File: src/rtl/calculator_pkg.sv
// Shared definitions for the stream calculator controller.
//   DEF_DATA_W / DEF_ADDR_W : default operand and SRAM address widths
//   state_t                 : controller FSM states
//   op_mode_t               : arithmetic operation selector
package calculator_pkg;

  localparam int unsigned DEF_DATA_W = 32;
  localparam int unsigned DEF_ADDR_W = 10;

  typedef enum logic [2:0] {
    ST_IDLE,
    ST_READ,
    ST_EXEC,
    ST_WRITE,
    ST_DONE
  } state_t;

  typedef enum logic {
    OP_ADD = 1'b0,
    OP_SUB = 1'b1
  } op_mode_t;

endpackage

File: src/rtl/stream_calc_controller_if.sv
// Job-control and SRAM bus bundle for stream_calc_controller.
//   start_i, op_mode_i, *_addr_i : job launch and inclusive address ranges
//   read_n_o, r_addr_o, r_data_i : SRAM read port (active-low enable)
//   write_n_o, w_addr_o, w_data_o: SRAM write port (active-low enable)
//   busy_o, done_o, ovf_o, err_o : job status
// Modports: master = controller side, slave = host/SRAM side.
interface stream_calc_controller_if
  import calculator_pkg::*;
#(
  parameter int unsigned DATA_W = DEF_DATA_W,
  parameter int unsigned ADDR_W = DEF_ADDR_W
);
  localparam int unsigned MEM_W = 2 * DATA_W;

  logic              start_i;
  logic              op_mode_i;
  logic [ADDR_W-1:0] read_start_addr_i;
  logic [ADDR_W-1:0] read_end_addr_i;
  logic [ADDR_W-1:0] write_start_addr_i;
  logic [ADDR_W-1:0] write_end_addr_i;
  logic              read_n_o;
  logic [ADDR_W-1:0] r_addr_o;
  logic [MEM_W-1:0]  r_data_i;
  logic              write_n_o;
  logic [ADDR_W-1:0] w_addr_o;
  logic [MEM_W-1:0]  w_data_o;
  logic              busy_o;
  logic              done_o;
  logic              ovf_o;
  logic              err_o;

  modport master (
    input  start_i, op_mode_i, read_start_addr_i, read_end_addr_i,
           write_start_addr_i, write_end_addr_i, r_data_i,
    output read_n_o, r_addr_o, write_n_o, w_addr_o, w_data_o,
           busy_o, done_o, ovf_o, err_o
  );

  modport slave (
    output start_i, op_mode_i, read_start_addr_i, read_end_addr_i,
           write_start_addr_i, write_end_addr_i, r_data_i,
    input  read_n_o, r_addr_o, write_n_o, w_addr_o, w_data_o,
           busy_o, done_o, ovf_o, err_o
  );

endinterface

File: src/rtl/calc_alu.sv
// Combinational add/subtract with signed-overflow detection.
//   a_i, b_i : operands
//   op_i     : OP_ADD -> a+b, OP_SUB -> a-b
//   res_o    : result (wraps; clamps to signed max/min when CALC_SATURATE_EN)
//   ovf_o    : signed overflow of the unclamped result
// Macro: CALC_SATURATE_EN enables saturation.
module calc_alu
  import calculator_pkg::*;
#(
  parameter int unsigned DATA_W = DEF_DATA_W
) (
  input  logic [DATA_W-1:0] a_i,
  input  logic [DATA_W-1:0] b_i,
  input  op_mode_t          op_i,
  output logic [DATA_W-1:0] res_o,
  output logic              ovf_o
);

  logic [DATA_W-1:0] raw;
  logic              b_eff_sgn;

  always_comb begin
    raw       = (op_i == OP_SUB) ? (a_i - b_i) : (a_i + b_i);
    // Sign of the effective addend: subtraction adds -b.
    b_eff_sgn = (op_i == OP_SUB) ? ~b_i[DATA_W-1] : b_i[DATA_W-1];
    ovf_o     = (a_i[DATA_W-1] == b_eff_sgn) && (raw[DATA_W-1] != a_i[DATA_W-1]);
    res_o     = raw;
`ifdef CALC_SATURATE_EN
    // On overflow the true result has the sign of a.
    if (ovf_o) begin
      res_o = a_i[DATA_W-1] ? {1'b1, {(DATA_W-1){1'b0}}} : {1'b0, {(DATA_W-1){1'b1}}};
    end
`else
`endif
  end

endmodule

File: src/rtl/stream_calc_controller.sv
// Streams operand pairs from SRAM, applies add/sub, and packs two results
// per write word (lane 0 = lower half, lane 1 = upper half).
//   clk_i : clock
//   rst_i : asynchronous active-high reset
//   bus   : stream_calc_controller_if.master (job control, SRAM, status)
// Macro: CALC_SATURATE_EN (saturating results, passed through to calc_alu).
module stream_calc_controller
  import calculator_pkg::*;
#(
  parameter int unsigned DATA_W = DEF_DATA_W,
  parameter int unsigned ADDR_W = DEF_ADDR_W
) (
  input logic                      clk_i,
  input logic                      rst_i,
  stream_calc_controller_if.master bus
);

  localparam int unsigned MEM_W = 2 * DATA_W;
  localparam logic [ADDR_W:0] ONE = 1;

  state_t            state_q, state_d;
  logic [ADDR_W-1:0] rd_ptr_q, rd_ptr_d;
  logic [ADDR_W-1:0] rd_end_q, rd_end_d;
  logic [ADDR_W-1:0] wr_ptr_q, wr_ptr_d;
  op_mode_t          op_q, op_d;
  logic              lane_q, lane_d;
  logic              last_q, last_d;
  logic [MEM_W-1:0]  buf_q, buf_d;
  logic              ovf_q, ovf_d;
  logic              err_q, err_d;

  logic [ADDR_W:0]   n_rd, n_wr, words_req;
  logic              range_ok;
  logic [DATA_W-1:0] alu_res;
  logic              alu_ovf;

  calc_alu #(.DATA_W(DATA_W)) u_alu (
    .a_i   (bus.r_data_i[MEM_W-1:DATA_W]),
    .b_i   (bus.r_data_i[DATA_W-1:0]),
    .op_i  (op_q),
    .res_o (alu_res),
    .ovf_o (alu_ovf)
  );

  // Extra bit keeps a full-span range (N = 2^ADDR_W) from wrapping.
  always_comb begin
    n_rd      = {1'b0, bus.read_end_addr_i} - {1'b0, bus.read_start_addr_i} + ONE;
    n_wr      = {1'b0, bus.write_end_addr_i} - {1'b0, bus.write_start_addr_i} + ONE;
    words_req = (n_rd + ONE) >> 1;
    range_ok  = (bus.read_end_addr_i >= bus.read_start_addr_i) &&
                (bus.write_end_addr_i >= bus.write_start_addr_i) &&
                (n_wr >= words_req);
  end

  always_comb begin
    state_d  = state_q;
    rd_ptr_d = rd_ptr_q;
    rd_end_d = rd_end_q;
    wr_ptr_d = wr_ptr_q;
    op_d     = op_q;
    lane_d   = lane_q;
    last_d   = last_q;
    buf_d    = buf_q;
    ovf_d    = ovf_q;
    err_d    = err_q;
    case (state_q)
      ST_IDLE: begin
        if (bus.start_i) begin
          ovf_d    = 1'b0;
          err_d    = ~range_ok;
          op_d     = op_mode_t'(bus.op_mode_i);
          rd_ptr_d = bus.read_start_addr_i;
          rd_end_d = bus.read_end_addr_i;
          wr_ptr_d = bus.write_start_addr_i;
          lane_d   = 1'b0;
          buf_d    = '0;
          state_d  = range_ok ? ST_READ : ST_DONE;
        end
      end
      ST_READ: begin
        // Capture "final read" here so EXEC/WRITE need no pointer compare
        // that could be fooled by the pointer wrapping at the top address.
        last_d   = (rd_ptr_q == rd_end_q);
        rd_ptr_d = rd_ptr_q + 1'b1;
        state_d  = ST_EXEC;
      end
      ST_EXEC: begin
        if (lane_q) buf_d[MEM_W-1:DATA_W] = alu_res;
        else        buf_d[DATA_W-1:0]     = alu_res;
        lane_d = ~lane_q;
        if (alu_ovf) ovf_d = 1'b1;
        state_d = (lane_q || last_q) ? ST_WRITE : ST_READ;
      end
      ST_WRITE: begin
        wr_ptr_d = wr_ptr_q + 1'b1;
        buf_d    = '0;
        lane_d   = 1'b0;
        state_d  = last_q ? ST_DONE : ST_READ;
      end
      ST_DONE: state_d = ST_IDLE;
      default: state_d = ST_IDLE;
    endcase
  end

  always_ff @(posedge clk_i or posedge rst_i) begin
    if (rst_i) begin
      state_q  <= ST_IDLE;
      rd_ptr_q <= '0;
      rd_end_q <= '0;
      wr_ptr_q <= '0;
      op_q     <= OP_ADD;
      lane_q   <= 1'b0;
      last_q   <= 1'b0;
      buf_q    <= '0;
      ovf_q    <= 1'b0;
      err_q    <= 1'b0;
    end else begin
      state_q  <= state_d;
      rd_ptr_q <= rd_ptr_d;
      rd_end_q <= rd_end_d;
      wr_ptr_q <= wr_ptr_d;
      op_q     <= op_d;
      lane_q   <= lane_d;
      last_q   <= last_d;
      buf_q    <= buf_d;
      ovf_q    <= ovf_d;
      err_q    <= err_d;
    end
  end

  // Strobes decode straight from state so reset silences the SRAM at once.
  assign bus.read_n_o  = (state_q != ST_READ);
  assign bus.write_n_o = (state_q != ST_WRITE);
  assign bus.r_addr_o  = rd_ptr_q;
  assign bus.w_addr_o  = wr_ptr_q;
  assign bus.w_data_o  = buf_q;
  assign bus.busy_o    = (state_q == ST_READ) || (state_q == ST_EXEC) ||
                         (state_q == ST_WRITE);
  assign bus.done_o    = (state_q == ST_DONE);
  assign bus.ovf_o     = ovf_q;
  assign bus.err_o     = err_q;

endmodule

File: src/flat_wrapper.sv
// flat-port wrapper written by rule: the top's interface ports become plain ports
module stream_calc_controller_flat import calculator_pkg::*;
#(
  parameter int unsigned DATA_W = DEF_DATA_W,
  parameter int unsigned ADDR_W = DEF_ADDR_W
)
  (clk_i, rst_i, bus_start_i, bus_op_mode_i, bus_read_start_addr_i, bus_read_end_addr_i, bus_write_start_addr_i, bus_write_end_addr_i, bus_r_data_i, bus_read_n_o, bus_r_addr_o, bus_write_n_o, bus_w_addr_o, bus_w_data_o, bus_busy_o, bus_done_o, bus_ovf_o, bus_err_o);
  stream_calc_controller_if #(.DATA_W(DATA_W), .ADDR_W(ADDR_W)) bus_i ();
  input logic clk_i;
  input logic rst_i;
  input wire logic [$bits(bus_i.start_i)-1:0] bus_start_i;
  input wire logic [$bits(bus_i.op_mode_i)-1:0] bus_op_mode_i;
  input wire logic [$bits(bus_i.read_start_addr_i)-1:0] bus_read_start_addr_i;
  input wire logic [$bits(bus_i.read_end_addr_i)-1:0] bus_read_end_addr_i;
  input wire logic [$bits(bus_i.write_start_addr_i)-1:0] bus_write_start_addr_i;
  input wire logic [$bits(bus_i.write_end_addr_i)-1:0] bus_write_end_addr_i;
  input wire logic [$bits(bus_i.r_data_i)-1:0] bus_r_data_i;
  output wire logic [$bits(bus_i.read_n_o)-1:0] bus_read_n_o;
  output wire logic [$bits(bus_i.r_addr_o)-1:0] bus_r_addr_o;
  output wire logic [$bits(bus_i.write_n_o)-1:0] bus_write_n_o;
  output wire logic [$bits(bus_i.w_addr_o)-1:0] bus_w_addr_o;
  output wire logic [$bits(bus_i.w_data_o)-1:0] bus_w_data_o;
  output wire logic [$bits(bus_i.busy_o)-1:0] bus_busy_o;
  output wire logic [$bits(bus_i.done_o)-1:0] bus_done_o;
  output wire logic [$bits(bus_i.ovf_o)-1:0] bus_ovf_o;
  output wire logic [$bits(bus_i.err_o)-1:0] bus_err_o;
  assign bus_i.start_i = bus_start_i;
  assign bus_i.op_mode_i = bus_op_mode_i;
  assign bus_i.read_start_addr_i = bus_read_start_addr_i;
  assign bus_i.read_end_addr_i = bus_read_end_addr_i;
  assign bus_i.write_start_addr_i = bus_write_start_addr_i;
  assign bus_i.write_end_addr_i = bus_write_end_addr_i;
  assign bus_i.r_data_i = bus_r_data_i;
  assign bus_read_n_o = bus_i.read_n_o;
  assign bus_r_addr_o = bus_i.r_addr_o;
  assign bus_write_n_o = bus_i.write_n_o;
  assign bus_w_addr_o = bus_i.w_addr_o;
  assign bus_w_data_o = bus_i.w_data_o;
  assign bus_busy_o = bus_i.busy_o;
  assign bus_done_o = bus_i.done_o;
  assign bus_ovf_o = bus_i.ovf_o;
  assign bus_err_o = bus_i.err_o;
  stream_calc_controller #(.DATA_W(DATA_W), .ADDR_W(ADDR_W)) u_core (.clk_i(clk_i), .rst_i(rst_i), .bus(bus_i));
endmodule
File: config.mk
export PLATFORM = sky130hd
export DESIGN_NAME = stream_calc_controller_flat
export DESIGN_NICKNAME = d
export VERILOG_FILES = /design/src/rtl/calculator_pkg.sv /design/src/rtl/stream_calc_controller_if.sv /design/src/rtl/calc_alu.sv /design/src/rtl/stream_calc_controller.sv /design/src/flat_wrapper.sv
export SDC_FILE = /design/constraint.sdc
export NUM_CORES = 1
export LEC_CHECK = 0
export CAP_MARGIN = 20
export CORE_MARGIN = 3
export CORE_UTILIZATION = 51
export DETAILED_ROUTE_END_ITERATION = 7
export PLACE_DENSITY = 0.85
export RECOVER_POWER = 25
export SYNTH_ARGS = -nofsm -noshare
export SYNTH_HDL_FRONTEND = slang
export SYNTH_SLANG_ARGS = --single-unit
File: constraint.sdc
create_clock -name clk_i -period 4.98 [get_ports clk_i]
set_input_delay 1.245 -clock clk_i [delete_from_list [all_inputs] [get_ports clk_i]]
set_output_delay 1.245 -clock clk_i [all_outputs]
set_load 0.05 [all_outputs]
* Yosys cells after proc, flatten, opt, wreduce, memory -nomap -nowiden
Index checks and enable logic that the tools add are counted.
Storage, ports and cells: bits in registers 102, output and inout port bits 90, word-level logic and storage cells 76
Cells by class: eq/ne operators 13, bitwise operators 3, magnitude comparators 3, $add $sub $neg 9, mux-type cells 19, reduce and logical (&&, ||, !) cells 18
Operator list (number):
- 64-bit case mux with 3 select lines | 1
- 32-bit two-way mux | 3
- 64-bit two-way mux | 1
- 10-bit case mux with 2 select lines | 2
- 11-bit by 1-bit adder with 11-bit output (second input constant) | 3
- 32-bit adder | 1
- 32-bit subtractor | 1
- 10-bit by 10-bit subtractor with 11-bit output | 2
- 10-bit by 1-bit adder with 10-bit output (second input constant) | 2
- 10-bit greater-or-equal comparator | 2
- 10-bit two-way mux | 2
- 3-bit case mux with 4 select lines | 1
- 11-bit by 10-bit greater-or-equal comparator with 1-bit output | 1
- 10-bit equality test | 1
- 3-bit two-way mux | 3
- 3-bit AND reduction | 3
- 2-bit AND reduction | 4
- 3-bit by 2-bit equality test with 1-bit output (second input constant) | 2
- 2-bit nonzero test | 3
- 2-bit by 1-bit != test with 1-bit output (second input constant) | 2
- 2-bit != test (second input constant) | 2
- 3-bit by 1-bit equality test with 1-bit output (second input constant) | 1
- 3-bit equality test (second input constant) | 1
- 1-bit logical AND | 3
- other kinds (12) | 18

* Longest topological paths before layout
word-level depth 8, gate-level depth with buffers 18, depth with buffers taken out 18

* By module
Synthesis repeated with hierarchy kept, for this count alone.
Second synthesis, totals: cells, all modules 1030, area, all modules 8360.5 µm²
Modules (own cells, without submodules):
- stream_calc_controller | times used 1, cells each 675, area an instance 5943.2 µm²
- calc_alu | times used 1, cells each 355, area an instance 2417.3 µm²

* Worst setup path before layout
Ideal clock, no wire load.
kind input-to-reg, from input port bus_r_data_i[6], to register u_core.ovf_q, in the netlist u_core.bus.ovf_o, library setup time 0.069 ns, required time 4.911 ns, slack 0.314 ns, cell stages on the path 16, arrival time 4.597 ns, path through nor4_4 nand2_1 nor2_1 nor4b_1 a21o_1 xnor2_1 ha_1 and3_1 nand2_1 or3_1 a211oi_1 nor2_1 nand4_1 nand3_2 or4_1 nand3_1
Between the ends: cells in the longest elaborated chain, start to end 6, elaborated cells on any way between the ends 7, those cells by class add/sub (2); eq/ne (2); mux (1); reduce/logical (2)
RTL lines:
- start: declaration | line flat_wrapper.sv:17 | input wire logic [$bits(bus_i.r_data_i)-1:0] bus_r_data_i;
- 32-bit adder or 32-bit subtractor (tied branches) | line calc_alu.sv:23 | raw = (op_i == OP_SUB) ? (a_i - b_i) : (a_i + b_i);
- 32-bit two-way mux (*) | line calc_alu.sv:23
- 1-bit != test (*) | line calc_alu.sv:26 | ovf_o = (a_i[DATA_W-1] == b_eff_sgn) && (raw[DATA_W-1] != a_i[DATA_W-1]);
- 1-bit logical AND (*) | line calc_alu.sv:26
- 2-bit by 1-bit != test with 1-bit output (no line) (*)
- 3-bit AND reduction (no line) (*)
- end signal: assignment | line stream_calc_controller.sv:126 | ovf_q <= ovf_d;
- end: declaration | line stream_calc_controller.sv:29 | logic ovf_q, ovf_d;
Mark *: on every way between the ends. The rest lies on a longest branch, timed or not. A chain may end at the register's enable or synchronous reset.

* Worst setup path in the final report
from input port bus_r_data_i[0], to register u_core.ovf_q, in the netlist u_core.bus.ovf_o
The elaborated chain is that of the path after synthesis.

==> results.md <==
- Worst hold margin: 0.487 ns
- Routed Antenna Nets: 0
- Iter 0 DRT Violations: 477
- DRC violations left: 0
- YS warnings: 0
- Die Area: 17300 um2
- Slowest-stage cell, CP: clkdlybuf4s50_1
- Num Clock Sinks: 102
- Mapped cell area: 8050 um2
- Area post-placement: 10600 um2
- Max Buffers Root-to-Sink: 2
- Critical path type: input port to register
- Clk_skew: 0.00748 ns
- Relative slew slack: -70.4%
- IO buf count: 197
- P_leak: 5.05 nW
- Family with the most delay on the worst path: compound AO/OA/AOI/OAI gates
- Clk_lat worst skew: 0.35 ns
- Most frequent cells in the layout: clkdlybuf4s50_1, nand2_1, dfrtp_1
- Drt total wl: 23700 um
- Via Count: 7700
- Final min period: 4.77 ns
- Comb power frac: 32.5%
- Failing checks: max-capacitance violations, max-slew violations
- Share of post-route cells with drive strength above 1: 8.28%
- Reg power frac: 37.2%
- EDFF count, synth: 0
- CP Cell Sequence: clkdlybuf4s50_1 > inv_1 > ha_1 > nand2b_1 > nor2_1 > buf_4 > a21oi_1 > xnor2_1 > ha_1 > a21o_1 > o21bai_1 > a221oi_1 > buf_4 > o32ai_1 > nor2_1 > a311o_2 > nand3_2 > or4_1 > nand3_1
- Gpl congestion: 0.960
- Final setup viols: 0
- Peak VDD IR: 168 uV
- Area grow syn2layout: 35.5%
- Worst EP arrival: 5.06 ns
- Num CTS Buffers: 9
- Clk root buf: clkbuf_16
- Final period utilization: 95.8%
- Max-cap violations: 1
- Pin count of the biggest net entering global routing: 69
- Diodes inserted: 0
- Total gr overflow: 0
- Req. time, crit path: 5.27 ns
- Synthesis-stage register bit count: 102
- # H-tree levels: 3
- NetSw: 0.703 mW
- First-pass DRT Iterations: 5
- Netlist cell types: 63
- Top-Level Pins: 198
- Worst min path class: register to register
- CP Buf/Inv Count: 4
- Hold-fix buffers at CTS: 0
- Clock share of power: 30.3%
- Top FF cell, synth: dfrtp_1
- Critical path depth: 19
- Core area: 15300 um2
- Initial antenna violation count: 0
- Initial Util: 52.6%
- Mean Syn Cell Area: 8.66 um2
- Cells after Synth: 930
- Pwr/cell area: 206 nW/um2
- First-pass GRT wire length: 39100 um
- Element type at the critical path end: register
- Pins Over Slew Limit: 69
- Max Clk Rate: 210 MHz
- Setup crit start kind: input port
- Commonest non-fill, non-tap cell in the layout: clkdlybuf4s50_1
- Worst-Margin Slew: 2.56 ns
- Design Area, Final: 10900 um2
- Die Ht: 132 um
- Clk slew on worst S/H paths: 0.08 ns
- Endpoints failing hold: 0
- Register area share after synthesis: 31.7%
- DR vias/cell: 5.57
- CTS tree: done
- Unrepaired setup endpoints after global routing: false
- Rows: 45
- Post-synth ARST share: 100%
- Syn_nets: 1135
- Internal power: 1.54 mW
- Routed len/inst: 17.2 um
- Status: complete, but fails checks
- Chip width: 132 um
- Post-CTS setup buffers: 0
- GRT Total Usage: 27.6%
- Switching Share: 31.3%
- Vias in the first global route: 7941
- Tot Pwr: 2.24 mW
- Dpl hpwl: 19200 um
- Hold path depth: 2
- # nets final: 1372
- Worst Reg-to-Reg Cells: 12
- CP Max Fanout: 5
- CP max stage delay: 0.55 ns
[state kept, by name (all words and copies together) (netlist names), 3 cells and up]
| register | flops |
|---|---|
| u_core.bus.w_addr_o | 10 |
| u_core.bus.w_data_o | 64 |
| u_core.rd_end_q | 10 |
| u_core.state_q | 3 |
| u_core.bus.r_addr_o | 10 |
[cells by family (layout without fill, tap and decap cells)]
logic type               after synthesis  in the layout  synth area share (%)
buffers and inverters                101            342                  4.71
AND/OR/NAND/NOR                      275            275                  16.4
AO/OA/AOI/OAI                        269            269                  21.6
multiplexers                           2              2                 0.264
flip-flops                           102            102                  31.7
XOR/XNOR                              84             84                  9.23
adder cells (fa/ha/maj)               97             97                  16.1
[worst min-delay path: stages (launching register included)]
cell	delay, ns
dfrtp_1	0.35
nand2_1	0.05
o21ai_1	0.06
[repair_timing]
item                                   4_1_cts  5_1_grt
setup endpoints to repair                    0        9
gates resized for setup                      0        2
endpoints found under the hold margin        0        0
[power groups by stage]
stage / Combinational [mW] / Sequential [mW] / Clock [mW]
3_3_place_gp: 0.705 / 0.851 / 0
3_5_place_dp: 0.728 / 0.851 / 0
2_1_floorplan: 0.451 / 0.852 / 0
5_1_grt: 0.816 / 0.835 / 0.727
6_report: 0.729 / 0.835 / 0.680
4_1_cts: 0.732 / 0.835 / 0.689
[metal layers]
metal  GRT usage, %  up-vias  wire length [um]
met5              0        -                 0
met1           33.8     3620              9730
met3           7.08       36              1830
met4           8.40        0               522
met2           47.8      278             11600
li1               -     3766                 -
[area by class of cell]
type | count | area (um2)
multi-input cells | 727 | 5130
fillers | 1198 | 4400
flip-flops and latches | 102 | 2550
repair buffers | 258 | 2430
well taps | 211 | 264
inverters | 69 | 259
clock buffers | 9 | 225
clock inverters | 6 | 55.1
[final timing paths]
path                            slack, ns                 endpoint               startpoint
worst min register to register       0.49  u_core.bus.w_data_o[51]  u_core.bus.w_data_o[51]
min in group asynchronous            2.24  u_core.bus.w_data_o[61]                    rst_i
worst max register to register       1.21  u_core.bus.w_data_o[17]              u_core.op_q
max in group asynchronous            0.92  u_core.bus.w_data_o[18]                    rst_i
worst max-delay path                 0.21         u_core.bus.ovf_o          bus_r_data_i[0]
worst min-delay path                 0.49  u_core.bus.w_data_o[51]  u_core.bus.w_data_o[51]
[synth_stat cells (6+ instances only)]
cell type	n	area [um2]
o21ai_1	26	130
clkbuf_1	32	120
nor3_1	13	65.1
dfrtp_1	102	2550
xnor2_1	58	508
xor2_1	25	219
and3_1	11	68.8
o22ai_1	6	37.5
inv_1	65	244
o21bai_1	15	113
a22o_1	24	210
a21o_1	23	173
a31oi_1	13	81.3
o21ai_0	46	230
a21oi_1	63	315
fa_1	11	220
o31ai_1	11	82.6
nand2b_1	13	81.3
nand3_1	18	90.1
nand2_1	121	454
nor2_1	53	199
ha_1	86	1080
nand4_1	8	50.1
o211ai_1	6	45.0
[metrics by stage]
step | std cells | TNS (ns) | utilization (%) | setup WS, ns
after floorplan | 930 | 0 | - | 0.314
after global routing | 1382 | 0 | 71.3 | 0.00699
after CTS | 1382 | 0 | 71.2 | 0.123
after global placement | 1367 | -0.0474 | 69.4 | -0.0474
final | 1382 | 0 | 71.3 | 0.208
after detailed placement | 1367 | -1.35 | 69.4 | -0.209
Power figures use the tool's default switching activity.
